--- src/rtl/ser_tx_pkg.sv ---
// Shared types and helpers for the serial frame transmitter.
package ser_tx_pkg;

  typedef enum logic [2:0] {
    S_IDLE,
    S_START,
    S_DATA,
    S_PARITY,
    S_STOP
  } state_t;

  // Counter width that never collapses to zero bits.
  function automatic int cnt_w(input int n);
    return (n > 1) ? $clog2(n) : 1;
  endfunction

  function automatic logic parity_bit(input logic [31:0] word, input logic odd);
    return (^word) ^ odd;
  endfunction

endpackage

--- src/rtl/ser_bit_timer.sv ---
// Bit-time counter: pulses bit_end on the last clock of every serial bit.
module ser_bit_timer
  import ser_tx_pkg::*;
#(
  parameter int CLKS_PER_BIT = 4
) (
  input  logic CLK,
  input  logic RST,
  input  logic run,
  output logic bit_end
);

  localparam int CW = cnt_w(CLKS_PER_BIT);
  localparam logic [CW-1:0] LAST = CW'(CLKS_PER_BIT - 1);

  logic [CW-1:0] r_cnt;

  assign bit_end = run && (r_cnt == LAST);

  always_ff @(posedge CLK) begin
    if (RST || !run)  r_cnt <= '0;
    else if (bit_end) r_cnt <= '0;
    else              r_cnt <= r_cnt + 1'b1;
  end

endmodule

--- src/rtl/ser_tx_frame.sv ---
// Serial frame transmitter: start bit, DATA_W data bits, optional parity, stop bits.
// Parity bit is compiled in only when SER_TX_PARITY_EN is defined.
module ser_tx_frame
  import ser_tx_pkg::*;
#(
  parameter int DATA_W       = 8,
  parameter int CLKS_PER_BIT = 4,
  parameter int STOP_BITS    = 1,
  parameter int PARITY_ODD   = 0,
  parameter int LSB_FIRST    = 1
) (
  input  logic              CLK,
  input  logic              RST,
  input  logic [DATA_W-1:0] data_in,
  input  logic              valid_in,
  output logic              ready_out,
  output logic              data_out,
  output logic              busy,
  output logic              done
);

  localparam int IW = cnt_w(DATA_W);
  localparam logic [IW-1:0] LAST_IDX = IW'(DATA_W - 1);
  localparam logic LAST_STOP = (STOP_BITS == 2);

  if (DATA_W < 1 || DATA_W > 32 || CLKS_PER_BIT < 1 ||
      (STOP_BITS != 1 && STOP_BITS != 2) ||
      PARITY_ODD < 0 || PARITY_ODD > 1 || LSB_FIRST < 0 || LSB_FIRST > 1) begin : g_bad_param
    $error("ser_tx_frame: parameter out of range");
  end

  state_t            r_state, w_nxt_state;
  logic [DATA_W-1:0] r_shift, w_nxt_shift, w_shifted;
  logic [IW-1:0]     r_idx, w_nxt_idx;
  logic              r_stop, w_nxt_stop;
  logic              r_dout, w_nxt_dout;
  logic              r_ready, w_nxt_ready;
  logic              r_busy, w_nxt_busy;
  logic              r_done, w_nxt_done;
  logic              w_bit_end;
  logic              w_first_cur, w_first_sh;
`ifdef SER_TX_PARITY_EN
  logic              r_par, w_nxt_par;
`endif

  ser_bit_timer #(.CLKS_PER_BIT(CLKS_PER_BIT)) u_timer (
    .CLK     (CLK),
    .RST     (RST),
    .run     (r_state != S_IDLE),
    .bit_end (w_bit_end)
  );

  // Next bit on the line is always the "front" of the shift register.
  assign w_shifted   = (LSB_FIRST != 0) ? (r_shift >> 1) : (r_shift << 1);
  assign w_first_cur = (LSB_FIRST != 0) ? r_shift[0]   : r_shift[DATA_W-1];
  assign w_first_sh  = (LSB_FIRST != 0) ? w_shifted[0] : w_shifted[DATA_W-1];

  always_comb begin
    w_nxt_state = r_state;
    w_nxt_shift = r_shift;
    w_nxt_idx   = r_idx;
    w_nxt_stop  = r_stop;
    w_nxt_dout  = r_dout;
    w_nxt_ready = 1'b0;
    w_nxt_busy  = 1'b1;
    w_nxt_done  = 1'b0;
`ifdef SER_TX_PARITY_EN
    w_nxt_par   = r_par;
`endif
    case (r_state)
      S_IDLE: begin
        w_nxt_ready = 1'b1;
        w_nxt_busy  = 1'b0;
        w_nxt_dout  = 1'b1;
        if (valid_in && r_ready) begin
          w_nxt_shift = data_in;
`ifdef SER_TX_PARITY_EN
          w_nxt_par   = parity_bit(32'(data_in), PARITY_ODD[0]);
`endif
          w_nxt_idx   = '0;
          w_nxt_stop  = 1'b0;
          w_nxt_dout  = 1'b0;
          w_nxt_ready = 1'b0;
          w_nxt_busy  = 1'b1;
          w_nxt_state = S_START;
        end
      end
      S_START: begin
        if (w_bit_end) begin
          w_nxt_state = S_DATA;
          w_nxt_dout  = w_first_cur;
        end
      end
      S_DATA: begin
        if (w_bit_end) begin
          if (r_idx == LAST_IDX) begin
`ifdef SER_TX_PARITY_EN
            w_nxt_state = S_PARITY;
            w_nxt_dout  = r_par;
`else
            w_nxt_state = S_STOP;
            w_nxt_dout  = 1'b1;
`endif
          end else begin
            w_nxt_idx   = r_idx + 1'b1;
            w_nxt_shift = w_shifted;
            w_nxt_dout  = w_first_sh;
          end
        end
      end
`ifdef SER_TX_PARITY_EN
      S_PARITY: begin
        if (w_bit_end) begin
          w_nxt_state = S_STOP;
          w_nxt_dout  = 1'b1;
        end
      end
`endif
      S_STOP: begin
        if (w_bit_end) begin
          if (r_stop == LAST_STOP) begin
            w_nxt_state = S_IDLE;
            w_nxt_ready = 1'b1;
            w_nxt_busy  = 1'b0;
            w_nxt_done  = 1'b1;
          end else begin
            w_nxt_stop = 1'b1;
          end
        end
      end
      default: begin
        w_nxt_state = S_IDLE;
        w_nxt_dout  = 1'b1;
        w_nxt_ready = 1'b1;
        w_nxt_busy  = 1'b0;
      end
    endcase
  end

  always_ff @(posedge CLK) begin
    if (RST) begin
      r_state <= S_IDLE;
      r_shift <= '0;
      r_idx   <= '0;
      r_stop  <= 1'b0;
      r_dout  <= 1'b1;
      r_ready <= 1'b1;
      r_busy  <= 1'b0;
      r_done  <= 1'b0;
`ifdef SER_TX_PARITY_EN
      r_par   <= 1'b0;
`endif
    end else begin
      r_state <= w_nxt_state;
      r_shift <= w_nxt_shift;
      r_idx   <= w_nxt_idx;
      r_stop  <= w_nxt_stop;
      r_dout  <= w_nxt_dout;
      r_ready <= w_nxt_ready;
      r_busy  <= w_nxt_busy;
      r_done  <= w_nxt_done;
`ifdef SER_TX_PARITY_EN
      r_par   <= w_nxt_par;
`endif
    end
  end

  assign ready_out = r_ready;
  assign data_out  = r_dout;
  assign busy      = r_busy;
  assign done      = r_done;

endmodule

--- config.mk ---
export PLATFORM = sky130hd
export DESIGN_NAME = ser_tx_frame
export DESIGN_NICKNAME = d
export VERILOG_FILES = /design/src/rtl/ser_tx_pkg.sv /design/src/rtl/ser_bit_timer.sv /design/src/rtl/ser_tx_frame.sv
export SDC_FILE = /design/constraint.sdc
export NUM_CORES = 1
export LEC_CHECK = 0
export ABC_AREA = 0
export CORE_MARGIN = 3
export CORE_UTILIZATION = 47
export DETAILED_ROUTE_END_ITERATION = 6
export HOLD_SLACK_MARGIN = 0.02
export PLACE_DENSITY = 0.73
export SYNTH_ARGS = -nofsm -noshare
export SYNTH_HDL_FRONTEND = slang
export SYNTH_SLANG_ARGS = --single-unit
--- constraint.sdc ---
create_clock -name CLK -period 1.9 [get_ports CLK]
set_clock_uncertainty 0.15 [all_clocks]
set_input_delay 0.38 -clock CLK [delete_from_list [all_inputs] [get_ports CLK]]
set_output_delay 0.38 -clock CLK [all_outputs]
set_load 0.005 [all_outputs]
# Yosys cells after proc, flatten, opt, wreduce, memory -nomap -nowiden
# Index checks and enable logic that the tools add are counted.
# op_classes
n_addsub,2
mux,30
n_eq_ne,12
bitwise_logic,1
reduce_logical,15
# op_table
operator,n
$mux W3,9
$mux W8,3
$pmux W8 S2,1
$pmux W3 S4,1
$mux W1,11
$ne A2 B2 Y1 const B,4
$eq A3 B3 Y1 const B,2
$ne A2 B1 Y1 const B,3
$pmux W1 S3,2
$pmux W3 S2,1
$reduce_and A3 Y1,2
$reduce_and A6 Y1,1
$reduce_or A2 Y1,3
$pmux W1 S4,1
$reduce_and A4 Y1,1
$reduce_bool A2 Y1,2
$add A3 B1 Y3 const B,1
$eq A3 B1 Y1 const B,1
$eq A3 B2 Y1 const B,1
$logic_not A3 Y1,1
$reduce_bool A3 Y1,1
$add A2 B1 Y2 const B,1
$eq A2 B2 Y1 const B,1
$logic_and A1 B1 Y1,2
other kinds (4),4
# word_totals
output_inout_bits,4
in_bits,11
reg_bits,21

# Depth between registers and ports, before layout
# depth
word_depth,4
mapped_depth,7
depth_no_buf,6

# By module
# From an unflattened synthesis, not the netlist that was laid out.
# unflattened
cells_unflattened,117
area_unflattened_um2,1074.8
# modules_own_cells
mod,cells_per_inst,seq_area_each_um2,area_per_inst_um2,instances
ser_tx_frame,111,360.3,988.4,1
ser_bit_timer,6,40.0,86.3,1

# Least setup slack after synthesis
# Ideal clock, no wire load.
# synth_timing
kind,reg2reg
from,register r_idx[0]
to,register r_shift[7]
setup_slack_ps,121
n_path_buf,1
arrival_time_ps,1560
stages_incl_launch_ff,8
setup_time_ps,69
required_time_ps,1681
path_cell_list,dfxtp_1 > ha_1 > ha_1 > nand3b_1 > a211oi_2 > buf_6 > nand3b_2 > a21oi_2
# synth_between
elab_chain_len,3
# synth_lines
element,line,source
start: declaration,ser_tx_frame.sv:34,"logic [IW-1:0] r_idx, w_nxt_idx;"
start signal: assignment,ser_tx_frame.sv:156,r_idx <= w_nxt_idx;
$eq A3 B3 Y1,ser_tx_frame.sv:96,if (r_idx == LAST_IDX) begin
$ne A2 B2 Y1 (no line),--,
$reduce_and A4 Y1 (no line),--,
end signal: assignment,ser_tx_frame.sv:155,r_shift <= w_nxt_shift;
end: declaration,ser_tx_frame.sv:33,"logic [DATA_W-1:0] r_shift, w_nxt_shift, w_shifted;"
# No other way between the ends.
# A chain may end at the register's enable or synchronous reset.

# Worst setup path after layout
# layout_timing
from,register r_idx[0]
to,register r_idx[0]
# layout_between
elab_chain_len,4
# layout_lines
element,line,source
$add A3 B1 Y3,ser_tx_frame.sv:105,w_nxt_idx = r_idx + 1'b1;
$mux W3,ser_tx_frame.sv:96,
$mux W3,ser_tx_frame.sv:95,if (w_bit_end) begin
$pmux W3 S2,ser_tx_frame.sv:70,case (r_state)
# Several ways; a longest one is shown, not always the timed one. The select of a mux whose other input is x is not followed.

==> metrics.md <==
| Metric | Value |
|---|---|
| Status | finished, violations left |
| Failing checks | setup timing |
| Hold Crit Endpoint | u_timer.r_cnt[0] |
| Post-CTS Hold Fix Bufs | 0 |
| Fin. Hold Viols | 0 |
| Total number of vias | 857 |
| Final wirelength | 2.070 mm |
| Final instance area | 1343 um^2 |
| Area after DPL | 1212 um^2 |
| P&R area growth vs syn | 31.17% |
| Worst Path Max Fanout | 6 |
| Setup slack, reg-to-reg | -0.0004 ns |
| Final design utilization | 67.06% |
| RSZ-0062 raised after global routing | true |
| Final WS setup | -0.0004061 ns |
| Final worst-path cycle share | 100.0% |
| Relative slew slack | 73.41% |
| Synthesized flop and latch total | 20 |
| Most common library cell in the layout ignoring fill and taps | dfxtp_1 |
| Clk pin slew, worst setup/hold paths | 0.10 ns |
| Fin crit period | 1.900 ns |
| Most frequent cells in the layout | 18 x dfxtp_1, 14 x clkdlybuf4s50_1, 12 x nor2_1 |
| Global-route usage over all layers | 15.12% |
| Startpoint Class | register |
| Final #Nets | 144 |
| EDFF count, synth | 0 |
| Reg-to-reg critical path endpoint | r_idx[0] |
| H-tree depth | 1 |
| Worst-skew pair later-pin latency | 0.30 ns |
| Largest net degree at the start of global routing | 23 |
| I/O Buffers | 14 |
| Mapped Nets | 121 |
| DP HPWL | 1.382 mm |
| Yosys cell types | 33 |
| Setup TNS | -0.0004061 ns |
| Final setup vio count | 1 |
| YS warnings | 0 |
| Netlist Area Pre-Place | 1023 um^2 |
| WL met2 | 1.048 mm |
| Initial antenna violation count | 0 |
| Max cap viols | 0 |
| Post-Synthesis Cells | 107 |
| Post-synthesis sequential area ratio | 39.12% |
| Mean post-synth cell area | 9.565 um^2 |
| Slew @ Worst Pin | 0.3984 ns |
| Top Layer Used | met4 |
| Met3 wire length | 70 um |
| Worst reg2reg startpoint | r_idx[0] |
| Hold Path Class | register to register |
| Bufs on Longest Clock Path | 2 |
| Slew Viols, Final | 0 |
| Die Area | 2774 um^2 |
| R2R cell count | 8 |
| Critical Path Start | r_idx[0] |
| Arr. time, crit path | 1.98 ns |
| Via-per-instance ratio | 5.529 |
| TritonCTS buffer count | 3 |
| Hold path cells | 1 |
| Setup slack after placement | -0.05515 ns |
| CP required | 1.98 ns |
| Die height | 52.67 um |
| Vias in the first global route | 740 |
| Post-route ant nets | 0 |
| Routability-driven placement congestion ratio | 0.7488 |
| Pre-antenna DRT Iters | 4 |
| WL per Instance | 13.35 um |
| Clk sink count | 20 |
| Critical setup path kind | register to register |
| Worst vdd ir | 442.2 uV |
| Initial cell density of the core | 51.13% |
| Die Wd | 52.67 um |
| Met1 wire length | 927 um |
| # IOs | 15 |
| Fmax | 0.5262 GHz |
| Global-route wire length before repair | 3.063 mm |
| Diodes inserted | 0 |
| Root Buffer | clkbuf_4 |
| DRT iter0 DRCs | 11 |
| Leak pwr | 0.4731 nW |
| Share of cells above drive strength 1 | 28.13% |
| CTS tree | done |
| Hold path start | u_timer.r_cnt[0] |
| Crit. End Element | register |
| Pwr Density | 633.3 nW/um^2 |
| Most used DFF post-synth | dfxtp_1 |
| Drt drc | 0 |
| Gr ovfl total | 0 |
| Row cnt | 16 |
| Area of the core | 2002 um^2 |
| FFs w/ async S/R, synth | 0% |
==> sequential cells by signal, summed over array words and instances (netlist names) <==
name / count
data_out: 1
r_idx: 3
u_timer.r_cnt: 2
busy: 1
ready_out: 1
r_state: 3
done: 1
r_shift: 8
==> how the worst max path moves through the flow <==
stage and end:
3_5_place_dp r_shift[6], 5_1_grt r_shift[4], 3_3_place_gp r_shift[6], 2_1_floorplan r_shift[7], 4_1_cts r_shift[6], 6_report r_idx[0]
==> cells in the mapped netlist, types with 3 or more instances <==
master     n  share of area [%]
dfxtp_1   20                 39
a211oi_2   8                9.8
clkbuf_1   4                1.5
nor3_1     4                2.0
mux2i_1    7                6.8
ha_1       3                3.7
a21oi_1    6                2.9
nor2_1    12                4.4
buf_6      4                4.4
nand3b_1   5                3.7
nand2_1    5                1.8
nand2b_1   5                3.1
==> through the flow <==
stage               power [mW]  hold slack, ns  cells
floorplan               0.5705          0.2564    107
global placement        0.6217          0.2674    148
detailed placement      0.6280          0.2763    148
CTS                     0.8179          0.2910    151
global route            0.8906          0.3099    155
finish                  0.8502          0.2845    155
==> per-layer routing <==
metal	up-vias	global-route usage (%)
met5	-	0
met4	0	3.830
met3	5	5.983
met2	11	25.00
met1	416	18.07
li1	425	-
==> area by class of cell <==
class,count,area (um^2)
sequential,20,402.9
fill,156,659.4
clock buffer,3,22.52
tap,27,33.78
timing repair buffer,28,300.3
multi-input combinational,75,575.6
inverter,2,7.507
==> power breakdown <==
group	total, mW	internal, mW	switching (mW)
Sequential	0.464	0.446	0.0179
Clock	0.196	0.0740	0.122
Combinational	0.190	0.111	0.0797
Total	0.850	0.631	0.219
==> what timing repair did <==
| item | 4_1_cts | 5_1_grt |
|---|---|---|
| buffers inserted | 0 | 1 |
| pin swaps | 1 | 3 |
| gates cloned | 0 | 3 |
| endpoints found under the setup margin | 6 | 9 |
| gates resized for setup | 0 | 8 |
==> worst max-delay path, stage by stage, from the launching register on <==
cell       delay [ns]
dfxtp_2          0.36
ha_4             0.16
ha_4             0.15
nand3b_1         0.21
a211oi_4         0.27
buf_6            0.16
clkbuf_16        0.15
nand3b_1         0.07
a21oi_1          0.15
==> kinds of logic after synthesis <==
kind of cell | Yosys count | share of synthesized area [%]
DFF | 20 | 39.12
muxes | 7 | 6.846
buffers and inverters | 12 | 7.823
AOI/OAI and AO/OA | 24 | 20.30
and+or+nand+nor | 40 | 21.39
xor gates and xnor gates | 1 | 0.8559
adders and majority gates | 3 | 3.668
Power figures use the tool's default switching activity.
